<file path="src/rtl/dcache_pkg.sv">
// Shared types and sizing for the data cache controller.
// FENCE_BLOCKS_DEF also sizes the data cache walk counter.
package dcache_pkg;

  typedef enum logic [2:0] {
    IDLE,
    WRITEBACK,
    REFILL,
    FENCE_CHECK,
    FENCE_WB
  } t_dcache_state;

  localparam int FENCE_BLOCKS_DEF = 4;

endpackage

</file>
<file path="src/rtl/dcache_ctrl.sv">
// Data cache sequencing FSM: hits, dirty writeback, refill
// and full-cache fence walk over the AXI burst interface.
module dcache_ctrl
  import dcache_pkg::*;
#(
  parameter int FENCE_BLOCKS = FENCE_BLOCKS_DEF
) (
  input  logic clk,
  input  logic arst,
  input  logic i_mem_req,
  input  logic i_mem_we,
  input  logic i_fence,
  input  logic i_hit,
  input  logic i_dirty,
  input  logic i_axi_done,
  output logic o_stall,
  output logic o_write_en,
  output logic o_valid_update,
  output logic o_lru_update,
  output logic o_block_write_en,
  output logic o_addr_control,
  output logic o_start_wb,
  output logic o_done_wb,
  output logic o_axi_rd_start,
  output logic o_axi_wr_start,
  output logic o_fence_done
);

  localparam int FW =
    (FENCE_BLOCKS > 1) ? $clog2(FENCE_BLOCKS) : 1;
  localparam logic [FW-1:0] LAST =
    FW'(FENCE_BLOCKS - 1);

  t_dcache_state state, state_nxt;
  logic [FW-1:0] fcnt, fcnt_nxt;
  logic          blk_done;

  always_ff @(posedge clk or posedge arst) begin
    if (arst) begin
      state <= IDLE;
      fcnt  <= '0;
    end else begin
      state <= state_nxt;
      fcnt  <= fcnt_nxt;
    end
  end

  always_comb begin
    state_nxt        = state;
    fcnt_nxt         = fcnt;
    blk_done         = 1'b0;
    o_stall          = 1'b0;
    o_write_en       = 1'b0;
    o_valid_update   = 1'b0;
    o_lru_update     = 1'b0;
    o_block_write_en = 1'b0;
    o_addr_control   = 1'b0;
    o_start_wb       = 1'b0;
    o_done_wb        = 1'b0;
    o_axi_rd_start   = 1'b0;
    o_axi_wr_start   = 1'b0;
    o_fence_done     = 1'b0;

    unique case (state)
      IDLE: begin
        if (i_fence) begin
          o_stall   = 1'b1;
          state_nxt = FENCE_CHECK;
        end else if (i_mem_req) begin
          if (i_hit) begin
            o_lru_update = 1'b1;
            o_write_en   = i_mem_we;
          end else if (i_dirty) begin
            o_stall        = 1'b1;
            o_axi_wr_start = 1'b1;
            state_nxt      = WRITEBACK;
          end else begin
            o_stall        = 1'b1;
            o_axi_rd_start = 1'b1;
            o_addr_control = 1'b1;
            state_nxt      = REFILL;
          end
        end
      end
      WRITEBACK: begin
        o_stall = 1'b1;
        // the read burst launched here targets the request address
        if (i_axi_done) begin
          o_axi_rd_start = 1'b1;
          o_addr_control = 1'b1;
          state_nxt      = REFILL;
        end
      end
      REFILL: begin
        o_stall        = 1'b1;
        o_addr_control = 1'b1;
        if (i_axi_done) begin
          o_block_write_en = 1'b1;
          o_valid_update   = 1'b1;
          state_nxt        = IDLE;
        end
      end
      FENCE_CHECK: begin
        o_stall    = 1'b1;
        o_start_wb = 1'b1;
        if (i_dirty) begin
          o_axi_wr_start = 1'b1;
          state_nxt      = FENCE_WB;
        end else begin
          blk_done = 1'b1;
        end
      end
      FENCE_WB: begin
        o_stall    = 1'b1;
        o_start_wb = 1'b1;
        blk_done   = i_axi_done;
      end
      default: state_nxt = IDLE;
    endcase

    if (blk_done) begin
      o_done_wb = 1'b1;
      if (fcnt == LAST) begin
        o_fence_done = 1'b1;
        fcnt_nxt     = '0;
        state_nxt    = IDLE;
      end else begin
        fcnt_nxt  = fcnt + 1'b1;
        state_nxt = FENCE_CHECK;
      end
    end
  end

endmodule

</file>
<file path="config.mk">
export PLATFORM = sky130hd
export DESIGN_NAME = dcache_ctrl
export DESIGN_NICKNAME = d
export VERILOG_FILES = /design/src/rtl/dcache_pkg.sv /design/src/rtl/dcache_ctrl.sv
export SDC_FILE = /design/constraint.sdc
export NUM_CORES = 1
export LEC_CHECK = 0
export CAP_MARGIN = 10
export CORE_AREA = 2 2 39 41
export CTS_BUF_LIST = sky130_fd_sc_hd__clkbuf_4 sky130_fd_sc_hd__clkbuf_8 sky130_fd_sc_hd__clkbuf_16
export DETAILED_ROUTE_END_ITERATION = 7
export DIE_AREA = 0 0 41 43
export GPL_ROUTABILITY_DRIVEN = 0
export PLACE_DENSITY_LB_ADDON = 0.15
export SLEW_MARGIN = 30
export SYNTH_ARGS = -nofsm -noshare
export SYNTH_HDL_FRONTEND = slang
export SYNTH_SLANG_ARGS = --single-unit
</file>
<file path="constraint.sdc">
create_clock -name clk -period 2.2 [get_ports clk]
set_input_delay 0.44 -clock clk [delete_from_list [all_inputs] [get_ports clk]]
set_output_delay 0.44 -clock clk [all_outputs]
set_load 0.01 [all_outputs]
</file>
==> out/results.txt <==
Row count: 14
Num CTS Buffers: 3
Setup_tns: 0 ns
Final worst path period need: 2.18 ns
Routed via count: 510
Port bufs: 18
DRC Markers: 0
Status: finished clean
CTS sink cnt: 5
Final Slew Violations: 0
Fin nets: 98
Routed WL per cell: 12.6 um
TritonCTS clock tree: built
Syn Area/Cell: 8.71 um2
Total grt overflow: 0
CORE AREA: 1380 um2
Die area: 1760 um2
CP Capture Type: output port
Max VDD drop: 0.727 mV
Largest net degree at the start of global routing: 12
Synth unique cells: 34
DP Wirelength: 966 um
Pre-antenna DRT Iters: 4
Final Setup Violations: 0
Crit start category: input port
Worst slew margin: 83.5%
DRT iter0 DRCs: 5
Final period util: 99.0%
Worst min path class: in2async
Fillers: 139
Critical path arrival: 1.74 ns
N_diodes: 0
Lkg Pwr: 0.412 nW
Clock Path Buffers: 2
ANT nets after route: 0
Clock slew at reported path FFs: 0.04 ns
Worst Tran Pin Value: 0.247 ns
Most common cell after layout, fill and taps aside: buf_4
I/O pins: 19
Placed cell area: 741 um2
Clk_lat worst skew: 0.24 ns
Area delta synth->final: 74.0%
YS warnings: 0
Final WL: 1.31 mm
First-pass GRT wire length: 2.01 mm
# hold bufs at CTS: 0
Vias in the first global route: 496
Clock skew: 0.00246 ns
Fmax: 0.459 GHz
RSZ-0062 raised after global routing: yes
Pwr Density: 1070 nW/um2
H-tree levels: 1
Die Span X: 41 um
GRT Util Overall: 16.5%
Fin. Hold Viols: 0
Share of post-route cells with drive strength above 1: 39.8%
Root buffer cell: clkbuf_4
Die Ht: 43 um
Starting Density: 33.4%
Most frequent cells in the layout: buf_4, clkdlybuf4s50_1, dlygate4sd2_1
Crit-path max FO: 2
Register area share after synthesis: 27.1%
Synthesized cell area: 462 um2
Maximum Capacitance Violations: 0
#FFs+latches synth: 5
Synthesized net count: 62
Vias/cell: 4.90
Post-route cell area: 803 um2
Crit path required time: 1.76 ns
Antenna violations before repair: 0
Setup CP Type: in2out
Mapped Cells: 53
## final cells by class
| class | count | area (um2) | area share (%) |
|---|---|---|---|
| multi-input cells | 40 | 324 | 40.3 |
| clock buffers | 4 | 30.0 | 3.74 |
| inverters | 4 | 15.0 | 1.87 |
| repair buffers | 35 | 289 | 36.0 |
| flip-flops and latches | 5 | 125 | 15.6 |
| well taps | 16 | 20.0 | 2.49 |
## final timing paths
| path | end | startpoint | slack [ns] | cells past startpoint |
|---|---|---|---|---|
| min in group clk | fcnt[1]$_DFFE_PP0P_ | fcnt[1]$_DFFE_PP0P_ | 0.52 | 1 |
| min | state[1]$_DFFE_PP0P_ | arst | 0.39 | 2 |
| max in group asynchronous | fcnt[0]$_DFFE_PP0P_ | arst | 1.64 | 2 |
| min reg2reg | fcnt[1]$_DFFE_PP0P_ | fcnt[1]$_DFFE_PP0P_ | 0.52 | 1 |
| max reg2reg | fcnt[1]$_DFFE_PP0P_ | state[1]$_DFFE_PP0P_ | 0.63 | 4 |
| max | o_axi_wr_start | i_fence | 0.02 | 6 |
## timing repair
item                       CTS  global route
setup buffers                1             2
setup endpoints to repair   11             6
gates resized for setup     18             9
pin swaps                    1             1
## synthesized netlist by cell type
master / count / area (um2)
a21boi_0: 1 / 7.51
buf_1: 1 / 3.75
buf_6: 1 / 11.3
nor3b_1: 1 / 7.51
clkbuf_1: 1 / 3.75
or3b_4: 1 / 11.3
o32ai_2: 1 / 16.3
a21oi_1: 2 / 10.0
xnor2_1: 1 / 8.76
and4b_1: 1 / 10.0
and2b_1: 1 / 7.51
o22a_1: 1 / 8.76
ha_1: 1 / 12.5
o32a_1: 1 / 10.0
nor2b_1: 1 / 6.26
nand2_1: 2 / 7.51
nand3b_1: 1 / 7.51
nor3_1: 5 / 25.0
o21ai_2: 1 / 8.76
o22a_4: 1 / 17.5
o22ai_1: 1 / 6.26
or2_2: 1 / 6.26
mux2_4: 1 / 15.0
nor4b_1: 2 / 17.5
o21ai_0: 2 / 10.0
nand2b_1: 2 / 12.5
nand3_1: 1 / 5.00
nor2_1: 3 / 11.3
o21a_1: 1 / 7.51
buf_4: 1 / 7.51
inv_1: 4 / 15.0
and2_1: 1 / 6.26
dfrtp_1: 5 / 125
a21o_1: 2 / 15.0
## cells by family (layout without fill, tap and decap cells)
logic type                 count (synthesis)  count (layout)  share of synthesized area, %
and+or+nand+nor                           23              23                          30.6
AOI/OAI and AO/OA                         14              14                          25.5
buffers and inverters                      8              43                          8.94
DFF                                        5               5                          27.1
adders and majority gates                  1               1                          2.71
xor gates and xnor gates                   1               1                          1.90
muxes                                      1               1                          3.25
## critical path: stages
cell and delay (ns):
clkdlybuf4s50_1 0.43, buf_4 0.16, nor4b_2 0.27, a21oi_1 0.06, nor3_1 0.13, clkdlybuf4s15_2 0.25
## flip-flops by register name, summed over array words and instances (netlist names)
name,count
fcnt,2
state,3
## report_power, final
part	leakage [nW]	total [mW]	internal (mW)	switching [mW]
logic	0.331	0.580	0.311	0.269
registers	0.0628	0.160	0.134	0.0262
clock network	0.0184	0.117	0.0808	0.0366
total	0.412	0.857	0.525	0.332
## metal layers
layer / up-vias / share of wire (%) / global-route usage [%]
met5: - / 0 / 0
met3: 0 / 5.2 / 6.81
li1: 263 / - / -
met1: 234 / 42 / 19.6
met4: 0 / 0 / 2.00
met2: 13 / 53 / 27.5
## per-stage QoR
step	total power, mW	setup slack [ns]	std cells	utilization, %	hold slack, ns
final	0.857	0.0217	104	58.0	0.394
after floorplan	0.517	0.313	53	-	0.219
after CTS	0.837	-0.00373	102	56.5	0.395
after detailed placement	0.741	-0.375	97	53.5	0.500
after global routing	0.936	-0.123	104	58.0	0.416
after global placement	0.734	-0.368	97	53.5	0.502
(Power assumes the default switching activity.)
